<file path="config.mk">
export PLATFORM = sky130hd
export DESIGN_NAME = rw_request_scheduler
export DESIGN_NICKNAME = d
export VERILOG_FILES = /design/src/rtl/rw_request_scheduler.sv
export SDC_FILE = /design/constraint.sdc
export NUM_CORES = 1
export LEC_CHECK = 0
export BUFFER_PORTS_ARGS = -buffer_cell sky130_fd_sc_hd__clkbuf_2
export CAP_MARGIN = 20
export CORE_ASPECT_RATIO = 0.5
export CORE_MARGIN = 1.5
export CORE_UTILIZATION = 30
export DETAILED_ROUTE_END_ITERATION = 8
export SLEW_MARGIN = 15
export SYNTH_ARGS = -nofsm -noshare
export SYNTH_HDL_FRONTEND = slang
export SYNTH_SLANG_ARGS = --single-unit
</file>
<file path="constraint.sdc">
create_clock -name clk -period 2 [get_ports clk]
set_input_delay 0.2 -clock clk [delete_from_list [all_inputs] [get_ports clk]]
set_output_delay 0.2 -clock clk [all_outputs]
set_load 0.02 [all_outputs]
</file>
<file path="src/rtl/rw_request_scheduler.sv">
// Round-robin scheduler sharing one read/write transaction FSM between
// two requesters, with per-transaction retry and timeout handling.
module rw_request_scheduler #(
   parameter int MAX_RETRY = 3,
   parameter int TIMEOUT   = 200
) (
   input  logic        clk,
   input  logic        rst_b,
   input  logic [1:0]  req_valid,
   input  logic [1:0]  req_write,
   input  logic [15:0] req_addr0,
   input  logic [15:0] req_addr1,
   input  logic [63:0] req_data0,
   input  logic [63:0] req_data1,
   output logic [1:0]  req_ready,
   output logic [1:0]  resp_valid,
   output logic        resp_ok,
   output logic [63:0] resp_data,
   output logic        fsm_read,
   output logic        fsm_write,
   output logic [15:0] fsm_mempage,
   output logic [63:0] fsm_data_from_OS,
   input  logic        fsm_done,
   input  logic        fsm_ok,
   input  logic [63:0] fsm_data_to_OS,
   output logic        busy
);

   localparam logic [7:0] TMO_LAST  = 8'(TIMEOUT - 1);
   localparam logic [3:0] RETRY_MAX = 4'(MAX_RETRY);

   typedef enum logic [1:0] {
      IDLE,
      ISSUE,
      WAIT,
      RESPOND
   } state_t;

   state_t      state;
   state_t      state_nxt;

   logic        ptr;
   logic        gnt;
   logic        gnt_sel;
   logic        lat_write;
   logic [3:0]  retry_cnt;
   logic [7:0]  timer;

   logic        take;
   logic        timeout;
   logic        can_retry;
   logic        fail;

   logic [1:0]  req_ready_d;
   logic [1:0]  resp_valid_d;
   logic        fsm_read_d;
   logic        fsm_write_d;
   logic        ok_d;
   logic [63:0] rdata_d;

   assign take      = (state == IDLE) && (|req_valid);
   assign timeout   = (timer == TMO_LAST);
   assign can_retry = (retry_cnt < RETRY_MAX);
   // a done pulse always wins over a coincident timeout
   assign fail      = fsm_done ? !fsm_ok : timeout;

   always_comb begin
      gnt_sel = ~ptr;
      unique case (1'b1)
         req_valid[ptr]: gnt_sel = ptr;
         default:        gnt_sel = ~ptr;
      endcase
   end

   always_ff @(posedge clk or negedge rst_b) begin
      if (!rst_b) begin
         state <= IDLE;
      end else begin
         state <= state_nxt;
      end
   end

   always_comb begin
      state_nxt = state;
      unique case (state)
         IDLE: begin
            if (|req_valid) begin
               state_nxt = ISSUE;
            end
         end
         ISSUE: begin
            state_nxt = WAIT;
         end
         WAIT: begin
            if (fsm_done || timeout) begin
               if (fail && can_retry) begin
                  state_nxt = ISSUE;
               end else begin
                  state_nxt = RESPOND;
               end
            end
         end
         RESPOND: begin
            state_nxt = IDLE;
         end
         default: begin
            state_nxt = IDLE;
         end
      endcase
   end

   always_comb begin
      req_ready_d  = 2'b00;
      resp_valid_d = 2'b00;
      fsm_read_d   = 1'b0;
      fsm_write_d  = 1'b0;
      ok_d         = resp_ok;
      rdata_d      = resp_data;
      if (take) begin
         req_ready_d = gnt_sel ? 2'b10 : 2'b01;
         fsm_write_d = req_write[gnt_sel];
         fsm_read_d  = !req_write[gnt_sel];
      end else if (state == WAIT && state_nxt == ISSUE) begin
         fsm_write_d = lat_write;
         fsm_read_d  = !lat_write;
      end
      if (state == WAIT && state_nxt == RESPOND) begin
         resp_valid_d = gnt ? 2'b10 : 2'b01;
         ok_d         = fsm_done && fsm_ok;
         rdata_d      = 64'd0;
         if (fsm_done && fsm_ok && !lat_write) begin
            rdata_d = fsm_data_to_OS;
         end
      end
   end

   always_ff @(posedge clk or negedge rst_b) begin
      if (!rst_b) begin
         req_ready  <= 2'b00;
         resp_valid <= 2'b00;
         fsm_read   <= 1'b0;
         fsm_write  <= 1'b0;
         resp_ok    <= 1'b0;
         resp_data  <= 64'd0;
         busy       <= 1'b0;
      end else begin
         req_ready  <= req_ready_d;
         resp_valid <= resp_valid_d;
         fsm_read   <= fsm_read_d;
         fsm_write  <= fsm_write_d;
         resp_ok    <= ok_d;
         resp_data  <= rdata_d;
         busy       <= (state_nxt != IDLE);
      end
   end

   always_ff @(posedge clk or negedge rst_b) begin
      if (!rst_b) begin
         ptr              <= 1'b0;
         gnt              <= 1'b0;
         lat_write        <= 1'b0;
         fsm_mempage      <= 16'd0;
         fsm_data_from_OS <= 64'd0;
      end else begin
         if (take) begin
            gnt              <= gnt_sel;
            lat_write        <= req_write[gnt_sel];
            fsm_mempage      <= gnt_sel ? req_addr1 : req_addr0;
            fsm_data_from_OS <= gnt_sel ? req_data1 : req_data0;
         end
         if (state == RESPOND) begin
            ptr <= ~gnt;
         end
      end
   end

   always_ff @(posedge clk or negedge rst_b) begin
      if (!rst_b) begin
         retry_cnt <= 4'd0;
         timer     <= 8'd0;
      end else begin
         if (take) begin
            retry_cnt <= 4'd0;
         end else if (state == WAIT && state_nxt == ISSUE) begin
            retry_cnt <= retry_cnt + 4'd1;
         end
         if (state == ISSUE) begin
            timer <= 8'd0;
         end else if (state == WAIT) begin
            timer <= timer + 8'd1;
         end
      end
   end

endmodule
</file>
==> results of run 1 <==
==> area by class of cell <==
type	instances	area [um2]
fill	1799	9661
sequential	169	4229
timing repair buffer	670	4959
multi-input combinational	294	2860
clock buffer	20	446.7
tap	307	384.1
inverter	92	345.3
clock inverter	11	147.6
==> synth_stat cells (all sizes together), types with 2 or more instances <==
library cell	count
a21boi	3
a21oi	8
a222oi	80
buf	12
clkbuf	43
dfrtp	169
ha	7
inv	92
mux2	2
mux2i	5
nand2	12
nand3	66
nand4	3
nor2	9
nor2b	2
o21ai	4
o22ai	3
o2bb2ai	64
o31ai	2
or4	2
xor2	2
==> critical path: stages, from the launching register on <==
cell and delay, ns:
dfrtp_1 0.39, or3b_4 0.42, a211o_1 0.31, mux2i_4 0.26, o21ai_4 0.13, buf_6 0.17
clkbuf_16 0.17, o2bb2ai_4 0.12
==> timing repair <==
action | 4_1_cts | 5_1_grt
cloned | 3 | 5
resized for setup | 24 | 61
pin swaps | 8 | 8
hold buffers | 221 | 0
setup endpoints to repair | 67 | 76
setup buffers | 7 | 6
endpoints found under the hold margin | 195 | 0
==> worst paths after layout <==
path	from	end	slack, ns	cells past startpoint
min in group asynchronous	rst_b	fsm_data_from_OS[47]	0.29	2
worst min-delay path	req_data0[19]	fsm_data_from_OS[19]	0.02	3
worst max register to register	state[1]	resp_data[42]	-0.07	7
worst min register to register	gnt	resp_valid[0]	0.45	1
worst max-delay path	state[1]	resp_data[42]	-0.07	7
max in group asynchronous	rst_b	resp_data[4]	1.00	3
==> stage by stage <==
stage	util	setup slack, ns	setup TNS [ns]	instance area (um2)	power [uW]
6_report	0.5806	-0.06834	-1.663	13370	17150
5_1_grt	0.5806	-0.1332	-6.934	13370	17990
4_1_cts	0.5561	-0.01038	-0.09266	12810	16390
3_5_place_dp	0.4237	-0.08589	-2.259	9758	12220
3_3_place_gp	0.4237	-0.02077	-0.5235	9758	12090
2_1_floorplan	-	0.002388	0	7123	9370
==> flip-flops by register name, indices dropped and copies added, names as in the netlist, 2 cells and up <==
| register | flops |
|---|---|
| fsm_data_from_OS | 64 |
| resp_data | 64 |
| fsm_mempage | 16 |
| timer | 8 |
| retry_cnt | 4 |
| req_ready | 2 |
| resp_valid | 2 |
| state | 2 |
==> routing by layer <==
layer | track usage | part of all wire | up-vias
met5 | 0 | 0 | -
met1 | 0.2552 | 0.37 | 3972
met3 | 0.05674 | 0.067 | 146
met2 | 0.3806 | 0.50 | 486
li1 | - | - | 3594
met4 | 0.1623 | 0.055 | 0
==> cells by family (layout without fill, tap and decap cells) <==
| kind of cell | count (synthesis) | after routing | share of synthesized area |
|---|---|---|---|
| AOI/OAI and AO/OA | 175 | 175 | 0.2209 |
| xor gates and xnor gates | 3 | 3 | 0.003691 |
| adders and majority gates | 7 | 7 | 0.01230 |
| buffers and inverters | 147 | 793 | 0.08540 |
| DFF | 169 | 169 | 0.5939 |
| muxes | 7 | 7 | 0.01195 |
| and+or+nand+nor | 102 | 102 | 0.07187 |
==> power groups by stage <==
stage	Sequential [uW]	Combinational, uW	Clock, uW
floorplan	6530	2840	0
global placement	5370	6720	0
detailed placement	5370	6850	0
CTS	5350	7580	3460
global route	5530	8840	3610
finish	5430	8310	3400
==> flow_summary.json, run 1 <==
{
  "outcome": "finished with violations",
  "violations": "DRC, setup timing",
  "synth_flop_cell": "dfrtp_1",
  "ys_warn_count": 0,
  "wl_per_cell_um": 18.76,
  "hpwl_mm": 16.31,
  "synth_cell_types": 47,
  "postSynth.asyncResetShare": 1.000,
  "num-nets-final": 1483,
  "drtAntennaViolNets": 0,
  "setup_ws_ns": -0.06834,
  "cp-start-kind": "flop",
  "die_area_mm2": 0.02472,
  "final-max-slew-violation-count": 0,
  "period_minus_slack_ns": 2.068,
  "synth.top_cell.area_share": 0.5939,
  "routed_wl_mm": 29.32,
  "die_w_um": 220.9,
  "clock_path_buffers": 2,
  "syn_to_final_growth_pct": 87.79,
  "p_switching_uw": 7022,
  "ios": 384,
  "n_antenna_cell": 0,
  "clk_latency_ns": 0.45,
  "synth_area_mm2": 0.007121,
  "start_util": 0.3092,
  "fin_worst_skew_ns": 0.009029,
  "power.leakage_uw": 0.006670,
  "critPathRequiredTime_ns": 2.33,
  "syn_avg_cell_area_um2": 11.67,
  "via_per_inst": 5.245,
  "clk_pin_slew_worst_paths_ns": 0.06,
  "arrival_ns": 2.40,
  "grt_max_degree": 59,
  "p_per_area_mw_per_mm2": 1283,
  "setup_viol": 38,
  "drt-pass1-iter-count": 9,
  "antenna_found_initial": 0,
  "worstSetupEndpointType": "flop",
  "synth-edff-count": 0,
  "cts_root_buf": "clkbuf_16",
  "max_freq_mhz": 483.5,
  "grt.overflow.total": 0,
  "maxCapViolCount": 0,
  "grt_pass1_wl_mm": 44.27,
  "comb_power_share": 0.485,
  "relSlewSlack": 0.6059,
  "cts_tree": "done",
  "dp.cells": 1293,
  "syn_nets": 849,
  "finalCritPeriodShare": 1.034,
  "seq_power_share": 0.317,
  "grt_pass1_vias": 8524,
  "synth_area_leaders": "dfrtp_1, a222oi_1, o2bb2ai_1, inv_1, nand3_1",
  "dr_total_vias": 8198,
  "path_class": "reg2reg",
  "layout_common_cells": "clkbuf_2, dlygate4sd3_1, dfrtp_1",
  "p_int_uw": 10130,
  "switching_share": 0.4094,
  "pwr-share-clk": 0.198,
  "gp_congestion": 0.8966,
  "port-buffer-count": 383,
  "synth_cells": 610,
  "cts.sinks": 169,
  "timing.hold.ws_ns": 0.02008,
  "stdcell_count": 1563,
  "drive_gt1_frac": 0.4339,
  "final_common_cell": "clkbuf_2",
  "crit_fanout": 6,
  "cts_made_buffers": 17,
  "rsz0062_at_grt": "yes",
  "drt_iter0_drc": 1002,
  "tightest_slew_ns": 0.5911,
  "finalHoldViolations": 0,
  "drt_drc_violations_left": 21,
  "rows": 39,
  "dieHeight_um": 111.9,
  "yosysSeqAreaShare": 0.5939,
  "synth_seq_cells": 169,
  "core-area_mm2": 0.02303,
  "peakVddDrop_v": 0.0008694,
  "cts_htree_levels": 4,
  "synth.largest_area_cell": "dfrtp_1",
  "grt_usage": 0.2264,
  "min_path_type": "in2reg"
}
(Power assumes the default switching activity.)
==> inputs of run 2 (changes only) <==
CORE_MARGIN = not set   (was 1.5)
==> flow_summary.json, run 2 (synthesis results as in run 1) <==
{
  "outcome": "finished with violations",
  "arrival_ns": 2.41,
  "min_from": "req_data0[4]",
  "reg2reg_depth": 7,
  "critPathRequiredTime_ns": 2.37,
  "gp_congestion": 0.8868,
  "core-area_mm2": 0.02303,
  "finalCritPeriodShare": 1.021,
  "fin_worst_skew_ns": 0.01440,
  "drt_drc_violations_left": 41,
  "min_to": "fsm_data_from_OS[4]",
  "final_core_util": 0.5846,
  "layout_common_cells": "clkbuf_2, dlygate4sd3_1, dfrtp_1",
  "grt.overflow.total": 0,
  "grt_pass1_wl_mm": 43.29,
  "dieHeight_um": 110.9,
  "num-fill-cells": 1782,
  "fin_setup_tns_ns": -0.4689,
  "drt-pass1-iter-count": 9,
  "post-place-ws_ns": -0.05527,
  "drive_gt1_frac": 0.4439,
  "worstSetupEndpointType": "flop",
  "finalHoldViolations": 0,
  "clk_pin_slew_worst_paths_ns": 0.07,
  "die_area_mm2": 0.02439,
  "ios": 384,
  "antenna_found_initial": 0,
  "cts_made_buffers": 17,
  "comb_power_share": 0.492,
  "die_w_um": 219.9,
  "final_common_cell": "clkbuf_2",
  "start_util": 0.3092,
  "stdcell_count": 1555,
  "rows": 39,
  "reg_top3": "fsm_data_from_OS (64), resp_data (64), fsm_mempage (16)",
  "rr_endpoint": "retry_cnt[2]",
  "switching_share": 0.4163,
  "rsz0062_at_grt": "yes",
  "cts_root_buf": "clkbuf_16",
  "clk_latency_ns": 0.44,
  "port-buffer-count": 383,
  "via_per_inst": 5.274,
  "cts_htree_levels": 4,
  "final-max-slew-violation-count": 0,
  "setup_ws_ns": -0.04145,
  "drt_iter0_drc": 1073,
  "num-nets-final": 1474,
  "peakVddDrop_v": 0.0007704,
  "grt_usage": 0.2290,
  "grt_max_degree": 65,
  "cp-start-kind": "flop",
  "seq_power_share": 0.314,
  "path_class": "reg2reg",
  "dp.cells": 1289,
  "cts.sinks": 169,
  "grt_pass1_vias": 8398,
  "n_antenna_cell": 0,
  "hpwl_mm": 16.02,
  "tightest_slew_ns": 0.3680,
  "dr_total_vias": 8201,
  "syn_to_final_growth_pct": 89.09,
  "pwr-share-clk": 0.195,
  "drtAntennaViolNets": 0,
  "timing.hold.ws_ns": 0.02662,
  "p_per_area_mw_per_mm2": 1286,
  "period_minus_slack_ns": 2.041,
  "wl_per_cell_um": 18.88,
  "violations": "DRC, setup timing",
  "crit_fanout": 4,
  "min_path_type": "in2reg",
  "clock_path_buffers": 2,
  "p_switching_uw": 7207,
  "r2r-start": "timer[1]",
  "rrSetupSlack_ns": -0.04,
  "maxCapViolCount": 0,
  "cts_tree": "done",
  "setup_viol": 36,
  "relSlewSlack": 0.7547,
  "p_int_uw": 10100,
  "power.leakage_uw": 0.006688,
  "routed_wl_mm": 29.36,
  "max_freq_mhz": 489.8,
  "holdPathStages": 3
}
## run 2: cell count changes in the layout (fill, tap and decap cells not counted), moves of 3 or more
cell / previous run / this run
dlygate4sd3_1: 221 / 214
inv_6: 1 / 5
buf_4: 40 / 33
o2bb2ai_4: 12 / 19
a21boi_1: 3 / 0
o2bb2ai_2: 26 / 29
o2bb2ai_1: 26 / 16
## run 2: area by class of cell
type / instances / area (um2) / area share
Timing Repair Buffer: 661 / 4947 / 0.3674
Sequential cell: 169 / 4230 / 0.3142
Multi-Input combinational cell: 294 / 2968 / 0.2204
Clock buffer: 17 / 425.4 / 0.03160
Tap cell: 307 / 384.1 / 0.02853
Inverter: 92 / 345.3 / 0.02565
Clock inverter: 15 / 163.9 / 0.01217
## run 2: metal layers
metal	track usage	vias to the layer above	share of wire
li1	-	3567	-
met4	0.1545	0	0.058
met1	0.2587	3979	0.38
met5	0	-	0
met3	0.05021	160	0.060
met2	0.3874	495	0.51
## run 2: critical path, stage by stage (launching register included)
cell and delay, ns:
dfrtp_1 0.40, ha_2 0.20, and2_4 0.16, a31o_4 0.25
mux2i_4 0.21, buf_6 0.15, or4_4 0.47, a21boi_2 0.14
## run 2: timing repair
item / CTS / global route
gates cloned: 4 / 7
pin swaps: 8 / 7
endpoints found under the hold margin: 218 / 0
hold buffers: 214 / 0
buffers inserted: 7 / 4
resized for setup: 65 / 39
setup endpoints to repair: 69 / 71
## run 2: how the worst max path moves through the flow
stage,start,to,slack [ns],cells past startpoint
final,timer[1],retry_cnt[2],-0.04,7
after global routing,timer[1],retry_cnt[3],-0.16,8
after floorplan,timer[0],resp_data[17],0.002,8
after global placement,timer[0],retry_cnt[2],-0.01,6
after CTS,state[1],resp_data[48],-0.02,8
after detailed placement,timer[0],resp_data[37],-0.06,7
## run 2: per-stage QoR
stage,total power (uW),cell area (um2)
final,17310,13460
after global routing,18170,13460
after CTS,16520,12940
after detailed placement,12100,9703
after global placement,11990,9703
after floorplan,9370,7123
## run 2: power by group through the flow
stage,clock [uW],combinational [uW],sequential (uW)
finish,3370,8510,5430
global route,3590,9040,5530
CTS,3410,7750,5370
detailed placement,0,6740,5360
global placement,0,6630,5360
floorplan,0,2840,6530
